--- src/rtl/gf180mcu_osu_sc_char_pkg.sv ---
// Shared types and defaults for the gf180mcu OSU standard-cell characterization blocks.
package gf180mcu_osu_sc_char_pkg;

  typedef enum logic [1:0] {ST_IDLE, ST_SETTLE, ST_COUNT, ST_DONE} char_state_e;

  localparam int CNT_W_DEF       = 16;
  localparam int WIN_W_DEF       = 16;
  localparam int SYNC_STAGES_DEF = 2;
  localparam int STUCK_LIMIT_DEF = 32;

  localparam int SYNC_STAGES_MIN = 2;
  localparam int SYNC_STAGES_MAX = 4;

  // Out-of-range stage counts are pulled back into the supported range.
  function automatic int clamp_stages(input int s);
    if (s < SYNC_STAGES_MIN) return SYNC_STAGES_MIN;
    if (s > SYNC_STAGES_MAX) return SYNC_STAGES_MAX;
    return s;
  endfunction

endpackage

--- src/rtl/gf180mcu_osu_sc_12t_sync_rise.sv ---
// Synchronizer chain for an asynchronous cell output plus a prev flop; flags a rising edge.
module gf180mcu_osu_sc_12t_sync_rise
  import gf180mcu_osu_sc_char_pkg::*;
#(
  parameter int STAGES = SYNC_STAGES_DEF
) (
  input  logic clk,
  input  logic rst,
  input  logic sig,
  output logic rise
);

  localparam int N = clamp_stages(STAGES);

  logic [N-1:0] sync_q;
  logic         prev_q;

  always_ff @(posedge clk) begin
    if (rst) begin
      sync_q <= '0;
      prev_q <= 1'b0;
    end else begin
      sync_q <= {sync_q[N-2:0], sig};
      prev_q <= sync_q[N-1];
    end
  end

  assign rise = sync_q[N-1] & ~prev_q;

endmodule

--- src/rtl/gf180mcu_osu_sc_12t_edge_count.sv ---
// Windowed rising-edge counter for on-silicon toggle/frequency characterization of library cells.
// Optional stuck-input detection is built when OSU_SC_STUCK_DET_EN is defined.
module gf180mcu_osu_sc_12t_edge_count
  import gf180mcu_osu_sc_char_pkg::*;
#(
  parameter int CNT_W       = CNT_W_DEF,
  parameter int WIN_W       = WIN_W_DEF,
  parameter int SYNC_STAGES = SYNC_STAGES_DEF
`ifdef OSU_SC_STUCK_DET_EN
  , parameter int STUCK_LIMIT = STUCK_LIMIT_DEF
`endif
) (
  input  logic             CLK,
  input  logic             RST,
  input  logic             START,
  input  logic [WIN_W-1:0] WIN_LEN,
  input  logic             SIG,
  output logic             BUSY,
  output logic             DONE,
  output logic [CNT_W-1:0] COUNT,
  output logic             OVF
`ifdef OSU_SC_STUCK_DET_EN
  , output logic           STUCK
`endif
);

  localparam int              STG         = clamp_stages(SYNC_STAGES);
  localparam logic [2:0]      SETTLE_LAST = 3'(STG - 1);
  localparam logic [CNT_W-1:0] CNT_MAX    = '1;

  char_state_e      state_q, state_d;
  logic [WIN_W-1:0] win_q;
  logic [2:0]       settle_q;
  logic [CNT_W-1:0] cnt_q;
  logic             ovf_q;
  logic             rise;
  logic             start_acc;

  gf180mcu_osu_sc_12t_sync_rise #(.STAGES(STG)) u_sync (
    .clk  (CLK),
    .rst  (RST),
    .sig  (SIG),
    .rise (rise)
  );

  assign start_acc = (state_q == ST_IDLE) && START;

  always_comb begin
    state_d = state_q;
    case (state_q)
      ST_IDLE:   if (START) state_d = ST_SETTLE;
      // A zero-length window skips counting entirely.
      ST_SETTLE: if (settle_q == SETTLE_LAST)
                   state_d = (win_q == '0) ? ST_DONE : ST_COUNT;
      ST_COUNT:  if (win_q <= WIN_W'(1)) state_d = ST_DONE;
      ST_DONE:   state_d = ST_IDLE;
      default:   state_d = ST_IDLE;
    endcase
  end

  always_ff @(posedge CLK) begin
    if (RST) begin
      state_q  <= ST_IDLE;
      win_q    <= '0;
      settle_q <= '0;
      cnt_q    <= '0;
      ovf_q    <= 1'b0;
    end else begin
      state_q <= state_d;
      case (state_q)
        ST_IDLE: if (START) begin
          win_q    <= WIN_LEN;
          settle_q <= '0;
          cnt_q    <= '0;
          ovf_q    <= 1'b0;
        end
        ST_SETTLE: settle_q <= settle_q + 3'd1;
        ST_COUNT: begin
          if (win_q != '0) win_q <= win_q - WIN_W'(1);
          // Saturate rather than wrap; the lost edge is recorded in OVF.
          if (rise) begin
            if (cnt_q == CNT_MAX) ovf_q <= 1'b1;
            else                  cnt_q <= cnt_q + CNT_W'(1);
          end
        end
        default: ;
      endcase
    end
  end

  assign BUSY  = (state_q == ST_SETTLE) || (state_q == ST_COUNT);
  assign DONE  = (state_q == ST_DONE);
  assign COUNT = cnt_q;
  assign OVF   = ovf_q;

`ifdef OSU_SC_STUCK_DET_EN
  localparam int           SW        = $clog2(STUCK_LIMIT + 1);
  localparam logic [SW-1:0] STUCK_MAX = SW'(STUCK_LIMIT);

  logic [SW-1:0] stuck_cnt_q;
  logic          stuck_q;

  // Counts COUNT-state cycles since the last rise; stops at the limit.
  always_ff @(posedge CLK) begin
    if (RST) begin
      stuck_cnt_q <= '0;
      stuck_q     <= 1'b0;
    end else if (start_acc) begin
      stuck_cnt_q <= '0;
      stuck_q     <= 1'b0;
    end else if (state_q == ST_COUNT) begin
      if (rise) stuck_cnt_q <= '0;
      else if (stuck_cnt_q != STUCK_MAX) begin
        stuck_cnt_q <= stuck_cnt_q + SW'(1);
        if (stuck_cnt_q + SW'(1) == STUCK_MAX) stuck_q <= 1'b1;
      end
    end
  end

  assign STUCK = stuck_q;
`else
  logic unused_start_acc;
  assign unused_start_acc = start_acc;
`endif

endmodule

--- config.mk ---
export PLATFORM = sky130hd
export DESIGN_NAME = gf180mcu_osu_sc_12t_edge_count
export DESIGN_NICKNAME = d
export VERILOG_FILES = /design/src/rtl/gf180mcu_osu_sc_char_pkg.sv /design/src/rtl/gf180mcu_osu_sc_12t_sync_rise.sv /design/src/rtl/gf180mcu_osu_sc_12t_edge_count.sv
export SDC_FILE = /design/constraint.sdc
export NUM_CORES = 1
export LEC_CHECK = 0
export ABC_AREA = 1
export BUFFER_PORTS_ARGS = -buffer_cell sky130_fd_sc_hd__buf_2
export CELL_PAD_IN_SITES_DETAIL_PLACEMENT = 0
export CELL_PAD_IN_SITES_GLOBAL_PLACEMENT = 1
export CORE_UTILIZATION = 44
export CTS_CLUSTER_SIZE = 12
export DETAILED_ROUTE_END_ITERATION = 7
export GPL_TIMING_DRIVEN = 0
export HOLD_SLACK_MARGIN = 0.12
export PLACE_DENSITY_LB_ADDON = 0.05
export SYNTH_ARGS = -nofsm -noshare
export SYNTH_HDL_FRONTEND = slang
export SYNTH_SLANG_ARGS = --single-unit
--- constraint.sdc ---
create_clock -name CLK -period 4 [get_ports CLK]
set_input_delay 1 -clock CLK [delete_from_list [all_inputs] [get_ports CLK]]
set_output_delay 1 -clock CLK [all_outputs]
set_load 0.02 [all_outputs]
* Yosys cells after proc, flatten, opt, wreduce, memory -nomap -nowiden
Cells that the tools add are included. Widths: inputs -> output; s select.
Cells by class: add/subtract/negate cells 3, equality and inequality tests 12, shifts and indexed selects 0, divide/modulo/power cells 0, $mul 0, bitwise operators 2, reduce and logical (&&, ||, !) cells 11, order comparisons 1, muxes and demuxes 18
Operators with widths (count):
- $mux 16 | 5
- $pmux 16 s2 | 2
- $add 16x1->16 const B | 1
- $eq 16x16->1 const B | 1
- $le 16x1->1 const B | 1
- $logic_not 16->1 | 1
- $reduce_bool 16->1 | 1
- $sub 16x1->16 const B | 1
- $ne 2x2->1 const B | 7
- $pmux 2 s4 | 1
- $reduce_and 4->1 | 2
- $mux 2 | 3
- $pmux 3 s2 | 1
- $reduce_and 3->1 | 2
- $eq 2x2->1 const B | 2
- $mux 1 | 4
- $reduce_bool 2->1 | 2
- $add 3x1->3 const B | 1
- $eq 3x1->1 const B | 1
- $mux 3 | 1
- $eq 2x1->1 const B | 1
- $logic_not 2->1 | 1
- $pmux 1 s2 | 1
- $reduce_and 2->1 | 1
- 3 further kinds | 3
Word-level totals: register bits after elaboration 41, bits in writable memories 0, bits in read-only memories 0, output and inout port bits 19, latch bits 0, logic and storage cells 54, memories kept 0

* Longest topological paths before layout
Gate-level depths: netlist (run 1).
depth after elaboration 4, gate-level depth with buffers 10

* Cells and area by module
A second synthesis (run 1) with hierarchy kept.
Second synthesis, totals: cell total of the unflattened synthesis 432, area total of the unflattened synthesis 2676.3 µm²
Modules (own cells, without submodules):
- gf180mcu_osu_sc_12t_edge_count | sequential area each 760.7 µm², area each 2590.0 µm², cells an instance 422, instances 1
- gf180mcu_osu_sc_12t_sync_rise | sequential area each 60.1 µm², area each 86.3 µm², cells an instance 10, instances 1

* Least setup slack after synthesis (run 1)
Ideal clock, no wire load.
path kind input -> register, from input port START, to register cnt_q[12] (netlist: COUNT[12]), library setup time 0.111 ns, path slack 2.114 ns, stages 7, data arrival time 1.775 ns, required time 3.889 ns, cell sequence inv_1 > nand2_1 > o21ai_2 > nor2_1 > o2111ai_1 > nand2_1 > nor2_1
Between the ends: word-level cells in the longest chain between the ends 2
RTL lines:
- start, declared | RTL line gf180mcu_osu_sc_12t_edge_count.sv:15 | input logic START,
- $ne 2x2->1 (no source line)
- $reduce_and 4->1 (no source line)
- end signal, assigned | RTL line gf180mcu_osu_sc_12t_edge_count.sv:83 | else cnt_q <= cnt_q + CNT_W'(1);
- end, declared | RTL line gf180mcu_osu_sc_12t_edge_count.sv:34 | logic [CNT_W-1:0] cnt_q;
No other way between the ends. A chain may end at the register's enable or synchronous reset.

* Worst setup path in the final report (run 1)
from register state_q[0], to output port BUSY
Between the ends: word-level cells in the longest chain between the ends 2
RTL lines:
- start, declared | RTL line gf180mcu_osu_sc_12t_edge_count.sv:31 | char_state_e state_q, state_d;
- start signal, assigned | RTL line gf180mcu_osu_sc_12t_edge_count.sv:69 | state_q <= state_d;
- $eq 2x1->1 or $eq 2x2->1 (tied branches) | RTL line gf180mcu_osu_sc_12t_edge_count.sv:91 | assign BUSY = (state_q == ST_SETTLE) || (state_q == ST_COUNT);
- $logic_or 1x1->1 (*) | RTL line gf180mcu_osu_sc_12t_edge_count.sv:91
- end, declared | RTL line gf180mcu_osu_sc_12t_edge_count.sv:18 | output logic BUSY,
Every way passes the cells marked *; elsewhere a longest branch is shown, timed or not.

==> flow_summary_export.csv, run 1 <==
group,metric,value,unit
run_status,outcome,"complete, no violations",
synthesis,yosys_warnings,0,
floorplan,io_pins,39,
worst_setup_path,crit_chain,"inv_1, ha_1, buf_2",
global_route,grt_antenna_before_repair,0,
job,cap_violations,0,
floorplan,rows,28,
synthesis,ys.flop_type,"dfxtp_1",
clock_network,clock-sinks,41,
synthesis,syn_inst,449,
synthesis,ys_top_cells_by_count,"123 x nand2_1, 74 x nor2_1, 42 x inv_1, 41 x dfxtp_1, 27 x nand3_1",
sta,hold_viol,0,
worst_setup_path,worstPathMaxFanout,5,
clock_network,clockBufferDepth,2,
placed_design,port_buffers,37,
worst_setup_path,end_kind,"output port",
synthesis,synth_top_area_cell,"dfxtp_1",
global_route,grt_start_max_net_pins,12,
sta,min_period,2.26,ns
worst_setup_path,reg2reg_slack,2.08,ns
worst_setup_path,path_class,"flop to output port",
synthesis,yosysSeqAreaShare,28.8,%
power,power_leakage,1.41,nW
power,pwr_density_cell,687,nW/um^2
min_path,hold_class,"flop to flop",
synthesis,postSynth.asyncResetShare,0,%
synthesis,syn_area,2850,um^2
global_route,grt_pass1_wl,12.2,mm
final_layout,drive_gt1_share,18.3,%
placed_design,dp.cells,561,
clock_network,clock_latency,0.29,ns
clock_network,cts_resized,0,
synthesis,synth_edf_count,0,
drt,vias,2831,
worst_setup_path,worstSetupStartpointType,"flop",
power,ir_drop,0.000288,V
drt,drtIter0Drc,140,
final_layout,fin_util,52.8,%
worst_setup_path,cpPeakStageDelay,0.40,ns
sta,slew_headroom,58.1,%
sta,setup_viol_count_final,0,
placed_design,gp_congestion,0.838,
worst_setup_path,critPathRequiredTime,3.00,ns
placed_design,hpwl,5.59,mm
drt,drtAntennaViolNets,0,
final_layout,n_antenna_cell,0,
final_layout,nets,523,
synthesis,synth_area_leaders,"dfxtp_1 29%, nand2_1 16%, nor2_1 9.7%",
drt,routed_wl,7.50,mm
sta,rsz0062_at_grt,"false",
worst_setup_path,critical_path.top_delay_family,"flip-flops",
floorplan,core_area,6100,um^2
final_layout,syn_to_final_growth,12.8,%
worst_setup_path,worstPathArrival,1.26,ns
sta,drv_slew,0,
global_route,grt.total_usage,24.0,%
clock_network,post_cts_buffers,0,
clock_network,cts_hold_buf,0,
final_layout,fin_area,3220,um^2
drt,wl_per_cell,13.2,um
sta,fin_setup_tns,0,ns
drt,drc,0,
clock_network,cts.clk_slew.worst_paths,0.08,ns
clock_network,cts_made_buffers,5,
sta,worst_pin_slew,0.628,ns
drt,drt-pass1-iter-count,4,
floorplan,die_h,82.5,um
synthesis,ys_seq_elements,41,
floorplan,initial_core_util,46.8,%
global_route,grt.overflow.total,0,
worst_setup_path,cp_slowest_cell,"dfxtp_1",
drt,viasPerCell,4.98,
floorplan,fp.dieW,82.5,um
sta,fin_skew,0.00519,ns
sta,fmax,442,MHz
worst_setup_path,path_buf_inv,2,
floorplan,die_area,6810,um^2
placed_design,place_area,3130,um^2
clock_network,root_buffer,"clkbuf_8",
clock_network,cts_tree,"built",
final_layout,finalNonFillerCells,568,
clock_network,htree_levels,2,
synthesis,yosysTopAreaCellShare,28.8,%
sta,period_share,56.5,%
synthesis,ys_types,33,
synthesis,synth.most_common_cell,"nand2_1",
power,total_power,2.21,mW
synthesis,synth_area_per_cell,6.35,um^2
synthesis,syn_nets,479,
global_route,grt_pass1_vias,2534,
[logic make-up (layout without fill, tap and decap cells)]
group	count (synthesis)	after routing	share of synthesized area, %
flip-flops	41	41	28.8
AO/OA/AOI/OAI	60	60	12.7
buffers and inverters	60	104	9.87
XOR/XNOR	7	7	2.15
adder cells (fa/ha/maj)	10	10	4.39
AND/OR/NAND/NOR	271	271	42.1
[layout by cell type (no fill, tap or decap), types with 3 or more instances in the layout]
master    instances
nand2_1         123
nor2_1           74
inv_1            42
dfxtp_1          41
buf_2            38
nand3_1          27
a21oi_1          25
nand2_2          11
nand4_1          11
ha_1             10
o21ai_0           9
nor2_2            9
clkbuf_8          8
o21bai_1          8
a21oi_2           7
clkbuf_1          6
inv_2             6
o21ai_1           6
xor2_1            6
nor3_1            5
nand3b_1          5
nand3_2           3
[per-layer routing]
layer  vias to the layer above  track usage, %  share of wire (%)  routed length (um)
li1                       1515               -                  -                   -
met1                      1254            30.6                 47                3560
met3                         8            3.08                3.4                 255
met5                         -               0                  0                   0
met2                        54            42.2                 48                3620
met4                         0            6.90               0.97                  73
[path summary, 6_finish.rpt]
check / start / end / cells past startpoint
setup / recovery: state_q[0]$_SDFFE_PP0P_ / BUSY / 3
hold / removal: u_sync.sync_q[0]$_SDFF_PP0_ / u_sync.sync_q[1]$_SDFF_PP0_ / 2
setup reg to reg: state_q[0]$_SDFFE_PP0P_ / COUNT[12]$_SDFFE_PP0P_ / 8
hold reg to reg: u_sync.sync_q[0]$_SDFF_PP0_ / u_sync.sync_q[1]$_SDFF_PP0_ / 2
[report_power, final]
part	total (mW)	internal (mW)	switching, mW
logic	1.31	0.442	0.872
registers	0.611	0.507	0.104
clock network	0.285	0.137	0.148
[flip-flops by register name, summed over array words and instances (netlist names)]
name	count
COUNT	16
OVF	1
settle_q	3
state_q	2
u_sync.prev_q	1
u_sync.sync_q	2
win_q	16
[worst min-delay path, stage by stage, from the launching register on]
cell	delay, ns
dfxtp_1	0.30
inv_1	0.05
nor2_1	0.03
[final cells by class]
| type | instances | area (um^2) |
|---|---|---|
| fillers | 650 | 2880 |
| multi-input cells | 348 | 1750 |
| flip-flops and latches | 41 | 821 |
| repair buffers | 37 | 185 |
| inverters | 48 | 180 |
| plain buffers | 12 | 101 |
| well taps | 75 | 93.8 |
| clock buffers | 7 | 86.3 |
[metrics by stage]
step           setup slack [ns]  hold WS, ns
6_report                   1.74        0.418
5_1_grt                    1.67        0.431
3_5_place_dp               1.76        0.411
4_1_cts                    1.73        0.422
3_3_place_gp               1.78        0.392
2_1_floorplan              2.11        0.388
No activity file was read; power rests on OpenSTA's default activity.
==> run 2: changes to the inputs <==
--- a/config.mk
+++ b/config.mk
@@ -5,11 +5,11 @@
 export SDC_FILE = /design/constraint.sdc
 export NUM_CORES = 1
 export LEC_CHECK = 0
-export ABC_AREA = 1
+export ABC_AREA = 0
 export BUFFER_PORTS_ARGS = -buffer_cell sky130_fd_sc_hd__buf_2
 export CELL_PAD_IN_SITES_DETAIL_PLACEMENT = 0
 export CELL_PAD_IN_SITES_GLOBAL_PLACEMENT = 1
-export CORE_UTILIZATION = 44
+export CORE_UTILIZATION = 42
 export CTS_CLUSTER_SIZE = 12
 export DETAILED_ROUTE_END_ITERATION = 7
 export GPL_TIMING_DRIVEN = 0
==> constraint.sdc (replaced) <==
create_clock -name CLK -period 2.1 [get_ports CLK]
set_input_delay 0.525 -clock CLK [delete_from_list [all_inputs] [get_ports CLK]]
set_output_delay 0.525 -clock CLK [all_outputs]
set_load 0.02 [all_outputs]
==> flow_summary_export.csv, run 2 <==
group,metric,value,unit
drt,drtIter0Drc,139,
synthesis,synth_area_per_cell,8.17,um^2
clock_network,cts_made_buffers,5,
synthesis,synth_area_leaders,"dfxtp_1 34%, ha_1 5.2%, a21oi_1 4.8%",
final_layout,fin_area,3020,um^2
synthesis,synth_edf_count,0,
power,p_int,2.24,mW
placed_design,gp_congestion,0.844,
placed_design,port_buffers,37,
job,cap_violations,0,
clock_network,clock_latency,0.30,ns
clock_network,root_buffer,"clkbuf_8",
drt,vias,2373,
final_layout,fin_util,54.8,%
sta,period_share,96.1,%
global_route,grt_pass1_wl,10.8,mm
floorplan,core_area,5510,um^2
power,p_comb_share,51.9,%
sta,fin_skew,0.00421,ns
floorplan,rows,27,
floorplan,io_pins,39,
drt,drc,0,
worst_setup_path,critPathRequiredTime,2.28,ns
placed_design,hpwl,4.54,mm
clock_network,clockBufferDepth,2,
sta,rsz0062_at_grt,"true",
synthesis,postSynth.asyncResetShare,0,%
power,power_switching,1.63,mW
clock_network,htree_levels,2,
global_route,grt_start_max_net_pins,14,
clock_network,cts_hold_buf,0,
floorplan,die_h,77.5,um
placed_design,place_area,2670,um^2
final_layout,final_cell_mix,"38 x buf_2, 35 x dfxtp_1, 30 x nor2_1",
worst_setup_path,worstPathArrival,2.20,ns
sta,fmax,496,MHz
power,power_leakage,1.18,nW
power,pwr_density_cell,1280,nW/um^2
sta,hold_slack,0.433,ns
power,seq_power_share,28.2,%
global_route,grt.overflow.total,0,
sta,drv_slew,0,
final_layout,syn_to_final_growth,26.0,%
drt,drt-pass1-iter-count,4,
worst_setup_path,r2r_cells,10,
power,ir_drop,0.000620,V
drt,viasPerCell,5.65,
min_path,hold_class,"input port to flop",
synthesis,yosysTopAreaCellShare,34.3,%
clock_network,clock-sinks,41,
synthesis,ys_seq_elements,41,
synthesis,yosys_warnings,0,
floorplan,die_area,6010,um^2
worst_setup_path,worstPathMaxFanout,5,
final_layout,n_antenna_cell,0,
sta,worst_pin_slew,0.705,ns
clock_network,cts.clk_slew.worst_paths,0.08,ns
worst_setup_path,path_class,"flop to flop",
sta,slew_headroom,52.5,%
drt,wl_per_cell,15.6,um
final_layout,final_common_cell,"buf_2",
power,total_power,3.87,mW
final_layout,fill_cells,533,
min_path,worstHoldPathCells,2,
final_layout,drive_gt1_share,27.6,%
drt,routed_wl,6.56,mm
synthesis,ys_types,59,
sta,setup_viol_count_final,0,
global_route,grt_antenna_before_repair,0,
synthesis,yosysSeqAreaShare,34.3,%
synthesis,syn_inst,293,
sta,hold_viol,0,
synthesis,ys_top_cells_by_count,"41 x dfxtp_1, 30 x nor2_1, 28 x nand2_1, 23 x a21oi_1, 14 x inv_1",
synthesis,ys.flop_type,"dfxtp_1",
placed_design,dp.cells,402,
synthesis,synth.most_common_cell,"dfxtp_1",
global_route,grt_pass1_vias,2235,
power,clkPwrFrac,19.9,%
drt,drtAntennaViolNets,0,
worst_setup_path,end_kind,"flop",
sta,min_period,2.02,ns
run_status,outcome,"complete, no violations",
global_route,grt.total_usage,23.0,%
worst_setup_path,worstSetupStartpointType,"flop",
floorplan,fp.dieW,77.5,um
power,swShare,42.0,%
synthesis,syn_area,2390,um^2
floorplan,initial_core_util,43.5,%
final_layout,finalNonFillerCells,420,
synthesis,syn_nets,323,
final_layout,nets,377,
synthesis,synth_top_area_cell,"dfxtp_1",
clock_network,cts_tree,"built",
## run 2: cell types whose count changed in the layout (fill, tap and decap cells not counted), moves of 9 or more
cell | previous run | this run
nand2_2 | 11 | 0
nor2_1 | 74 | 30
nand2_1 | 123 | 28
nand3_1 | 27 | 7
inv_1 | 42 | 12
nor2_2 | 9 | 0
buf_4 | 1 | 10
## run 2: logic make-up (layout without fill, tap and decap cells)
kind of cell	Yosys count	after routing	share of synthesized area [%]
mux	8	8	3.50
simple gates	116	116	25.1
buf+inv	26	81	4.60
flops	41	41	34.3
xor+xnor	7	7	2.56
fa+ha+maj	10	10	5.22
compound gates	85	85	24.8
## run 2: worst paths after layout
| path | start | to | slack (ns) |
|---|---|---|---|
| max | state_q[0]$_SDFFE_PP0P_ | COUNT[7]$_SDFFE_PP0P_ | 0.08 |
| min | SIG | u_sync.sync_q[0]$_SDFF_PP0_ | 0.43 |
| max reg2reg | state_q[0]$_SDFFE_PP0P_ | COUNT[7]$_SDFFE_PP0P_ | 0.08 |
| min reg2reg | u_sync.sync_q[0]$_SDFF_PP0_ | u_sync.sync_q[1]$_SDFF_PP0_ | 0.46 |
## run 2: power by group through the flow
stage / registers, mW / logic, mW / clock network (mW)
2_1_floorplan: 1.03 / 1.27 / 0
3_3_place_gp: 1.06 / 1.66 / 0
3_5_place_dp: 1.06 / 1.66 / 0
4_1_cts: 1.05 / 1.83 / 0.789
5_1_grt: 1.11 / 2.20 / 0.820
6_report: 1.09 / 2.01 / 0.771
## run 2: area by class of cell
| type | count | area, um^2 | area share, % |
|---|---|---|---|
| Sequential cell | 41 | 838 | 27.8 |
| Buffer | 11 | 70.1 | 2.32 |
| Timing Repair Buffer | 48 | 269 | 8.92 |
| Inverter | 14 | 55.1 | 1.82 |
| Clock buffer | 5 | 68.8 | 2.28 |
| Clock inverter | 3 | 65.1 | 2.16 |
| Tap cell | 72 | 90.1 | 2.99 |
| Multi-Input combinational cell | 226 | 1560 | 51.7 |
## run 2: through the flow
stage | setup slack, ns | setup TNS [ns]
2_1_floorplan | 0.0173 | 0
3_3_place_gp | -0.371 | -6.60
3_5_place_dp | -0.401 | -6.90
4_1_cts | -0.00814 | -0.00814
5_1_grt | -0.0159 | -0.0365
6_report | 0.0820 | 0
## run 2: repair_timing
item | CTS | global route
cloned | 1 | 0
pin swaps | 6 | 10
setup buffers | 3 | 7
endpoints found under the setup margin | 34 | 32
resized for setup | 17 | 23
## run 2: metal layers
metal  vias up  share of wire, %  track usage (%)
li1       1197                 -                -
met1      1107                47             28.2
met2        57                47             37.8
met3        12               4.6             6.12
met4         0               1.9             10.0
met5         -                 0                0
## run 2: critical path: stages (launching register included)
cell       delay, ns
dfxtp_4         0.38
inv_4           0.05
ha_4            0.18
mux2i_4         0.22
a2111oi_4       0.38
buf_4           0.18
buf_4           0.10
buf_4           0.11
o2111ai_1       0.11
xor2_1          0.16
nor2_1          0.05
==> run 3: changes to the inputs <==
==> constraint.sdc (replaced) <==
create_clock -name CLK -period 2.3 [get_ports CLK]
set_input_delay 0.575 -clock CLK [delete_from_list [all_inputs] [get_ports CLK]]
set_output_delay 0.575 -clock CLK [all_outputs]
set_load 0.02 [all_outputs]
==> flow_summary_export.csv, run 3 (same netlist as run 2, synthesis figures left out) <==
group,metric,value,unit
run_status,outcome,"complete, no violations",
power,total_power,3.30,mW
power,p_int,1.89,mW
worst_setup_path,r2r_start,"win_q[4]$_SDFFE_PP0P_",
worst_setup_path,cp-startpoint,"win_q[4]$_SDFFE_PP0P_",
drt,drc,0,
final_layout,final_cell_mix,"39 x dfxtp_1, 38 x buf_2, 30 x nor2_1",
clock_network,cts_made_buffers,5,
min_path,hold_class,"flop to flop",
floorplan,die_area,6010,um^2
global_route,grt.total_usage,22.4,%
worst_setup_path,path_class,"flop to flop",
drt,drtIter0Drc,98,
power,pwr_density_cell,1140,nW/um^2
placed_design,hpwl,4.54,mm
worst_setup_path,end_kind,"flop",
power,ir_drop,0.000590,V
sta,drv_slew,0,
placed_design,place_ws,-0.201,ns
clock_network,cts_tree,"built",
clock_network,clock-sinks,41,
placed_design,gp_congestion,0.844,
worst_setup_path,worstPathMaxFanout,10,
job,cap_violations,0,
drt,wl_per_cell,15.2,um
placed_design,port_buffers,37,
global_route,grt_pass1_wl,10.6,mm
power,clkPwrFrac,21.2,%
floorplan,initial_core_util,43.5,%
worst_setup_path,worstPathArrival,2.40,ns
power,p_comb_share,49.1,%
placed_design,dp.cells,402,
sta,fmax,458,MHz
drt,viasPerCell,5.57,
placed_design,place_area,2670,um^2
worst_setup_path,cp_slowest_cell,"or4_4",
drt,drt-pass1-iter-count,4,
clock_network,cts.clk_slew.worst_paths,0.08,ns
global_route,grt_pass1_vias,2210,
sta,hold_viol,0,
power,swShare,42.7,%
final_layout,drive_gt1_share,22.6,%
worst_setup_path,worstSetupStartpointType,"flop",
clock_network,clock_latency,0.30,ns
worst_setup_path,crit_chain,"or4_4, nor4b_4, a31oi_2, buf_4, a221oi_2",
drt,routed_wl,6.25,mm
clock_network,root_buffer,"clkbuf_8",
global_route,grt_start_max_net_pins,14,
sta,fin_skew,0.00432,ns
worst_setup_path,critPathRequiredTime,2.51,ns
floorplan,fp.dieW,77.5,um
floorplan,die_h,77.5,um
worst_setup_path,cpPeakStageDelay,0.60,ns
sta,period_share,95.0,%
sta,min_period,2.18,ns
sta,slew_headroom,52.2,%
floorplan,core_area,5510,um^2
power,seq_power_share,29.7,%
global_route,grt_antenna_before_repair,0,
power,power_switching,1.41,mW
final_layout,final_common_cell,"dfxtp_1",
final_layout,n_antenna_cell,0,
final_layout,fin_area,2890,um^2
drt,drtAntennaViolNets,0,
power,power_leakage,1.13,nW
sta,worst_pin_slew,0.710,ns
final_layout,finalNonFillerCells,412,
global_route,grt.overflow.total,0,
worst_setup_path,critical_path.top_delay_family,"simple AND/OR/NAND/NOR gates",
sta,setup_ws,0.115,ns
sta,setup_viol_count_final,0,
final_layout,nets,369,
floorplan,io_pins,39,
clock_network,htree_levels,2,
min_path,hold_start,"u_sync.sync_q[0]$_SDFF_PP0_",
clock_network,clockBufferDepth,2,
drt,vias,2295,
final_layout,syn_to_final_growth,20.7,%
floorplan,rows,27,
worst_setup_path,path_buf_inv,1,
==> run 3: cell count changes in the layout (fill, tap and decap cells not counted), moves of 2 or more <==
cell	before	now
buf_4	10	3
dfxtp_1	35	39
dfxtp_4	4	1
clkbuf_1	5	7
==> run 3: final timing paths <==
path	slack (ns)	end	depth (start not counted)
worst max-delay path	0.12	win_q[0]$_SDFFE_PP0P_	5
worst min-delay path	0.46	u_sync.sync_q[1]$_SDFF_PP0_	1
worst max register to register	0.12	win_q[0]$_SDFFE_PP0P_	5
worst min register to register	0.46	u_sync.sync_q[1]$_SDFF_PP0_	1
==> run 3: what timing repair did <==
item | 4_1_cts | 5_1_grt
hold buffers | 0 | 0
setup endpoints to repair | 14 | 30
pin swaps | 1 | 2
buffers inserted | 0 | 2
resized for setup | 4 | 11
==> run 3: area by class of cell <==
| class | count | area (um^2) |
|---|---|---|
| buffer | 12 | 60.1 |
| clock buffer | 5 | 68.8 |
| clock inverter | 3 | 65.1 |
| fill | 539 | 2620 |
| inverter | 14 | 52.6 |
| multi-input combinational | 226 | 1530 |
| sequential | 41 | 826 |
| tap | 72 | 90.1 |
| timing repair buffer | 39 | 200 |
==> run 3: worst register-to-register path: cells and delay by family (launching register included) <==
family / cells / cell delay [ns]
AOI/OAI and AO/OA: 2 / 0.49
buffers and inverters: 1 / 0.25
DFF: 1 / 0.40
and+or+nand+nor: 2 / 0.96
==> run 3: metal layers <==
layer | routed length (um) | GRT usage, % | vias to the layer above
met2 | 2910 | 37.3 | 50
met4 | 57 | 8.49 | 0
li1 | - | - | 1178
met1 | 3040 | 28.1 | 1063
met5 | 0 | 0 | -
met3 | 242 | 4.82 | 4
==> run 3: power by group through the flow <==
stage | combinational (mW) | sequential [mW] | clock (mW)
4_1_cts | 1.54 | 0.956 | 0.720
3_3_place_gp | 1.51 | 0.971 | 0
5_1_grt | 1.79 | 0.996 | 0.745
2_1_floorplan | 1.16 | 0.943 | 0
3_5_place_dp | 1.51 | 0.970 | 0
6_report | 1.62 | 0.979 | 0.701
==> run 3: through the flow <==
stage                     hold slack, ns  setup TNS (ns)  util (%)
after floorplan                    0.414               0         -
after global placement             0.417          -0.926      48.5
after detailed placement           0.429           -1.06      48.5
after CTS                          0.464               0      51.1
after global routing               0.497        -0.00669      52.5
final                              0.463               0      52.5
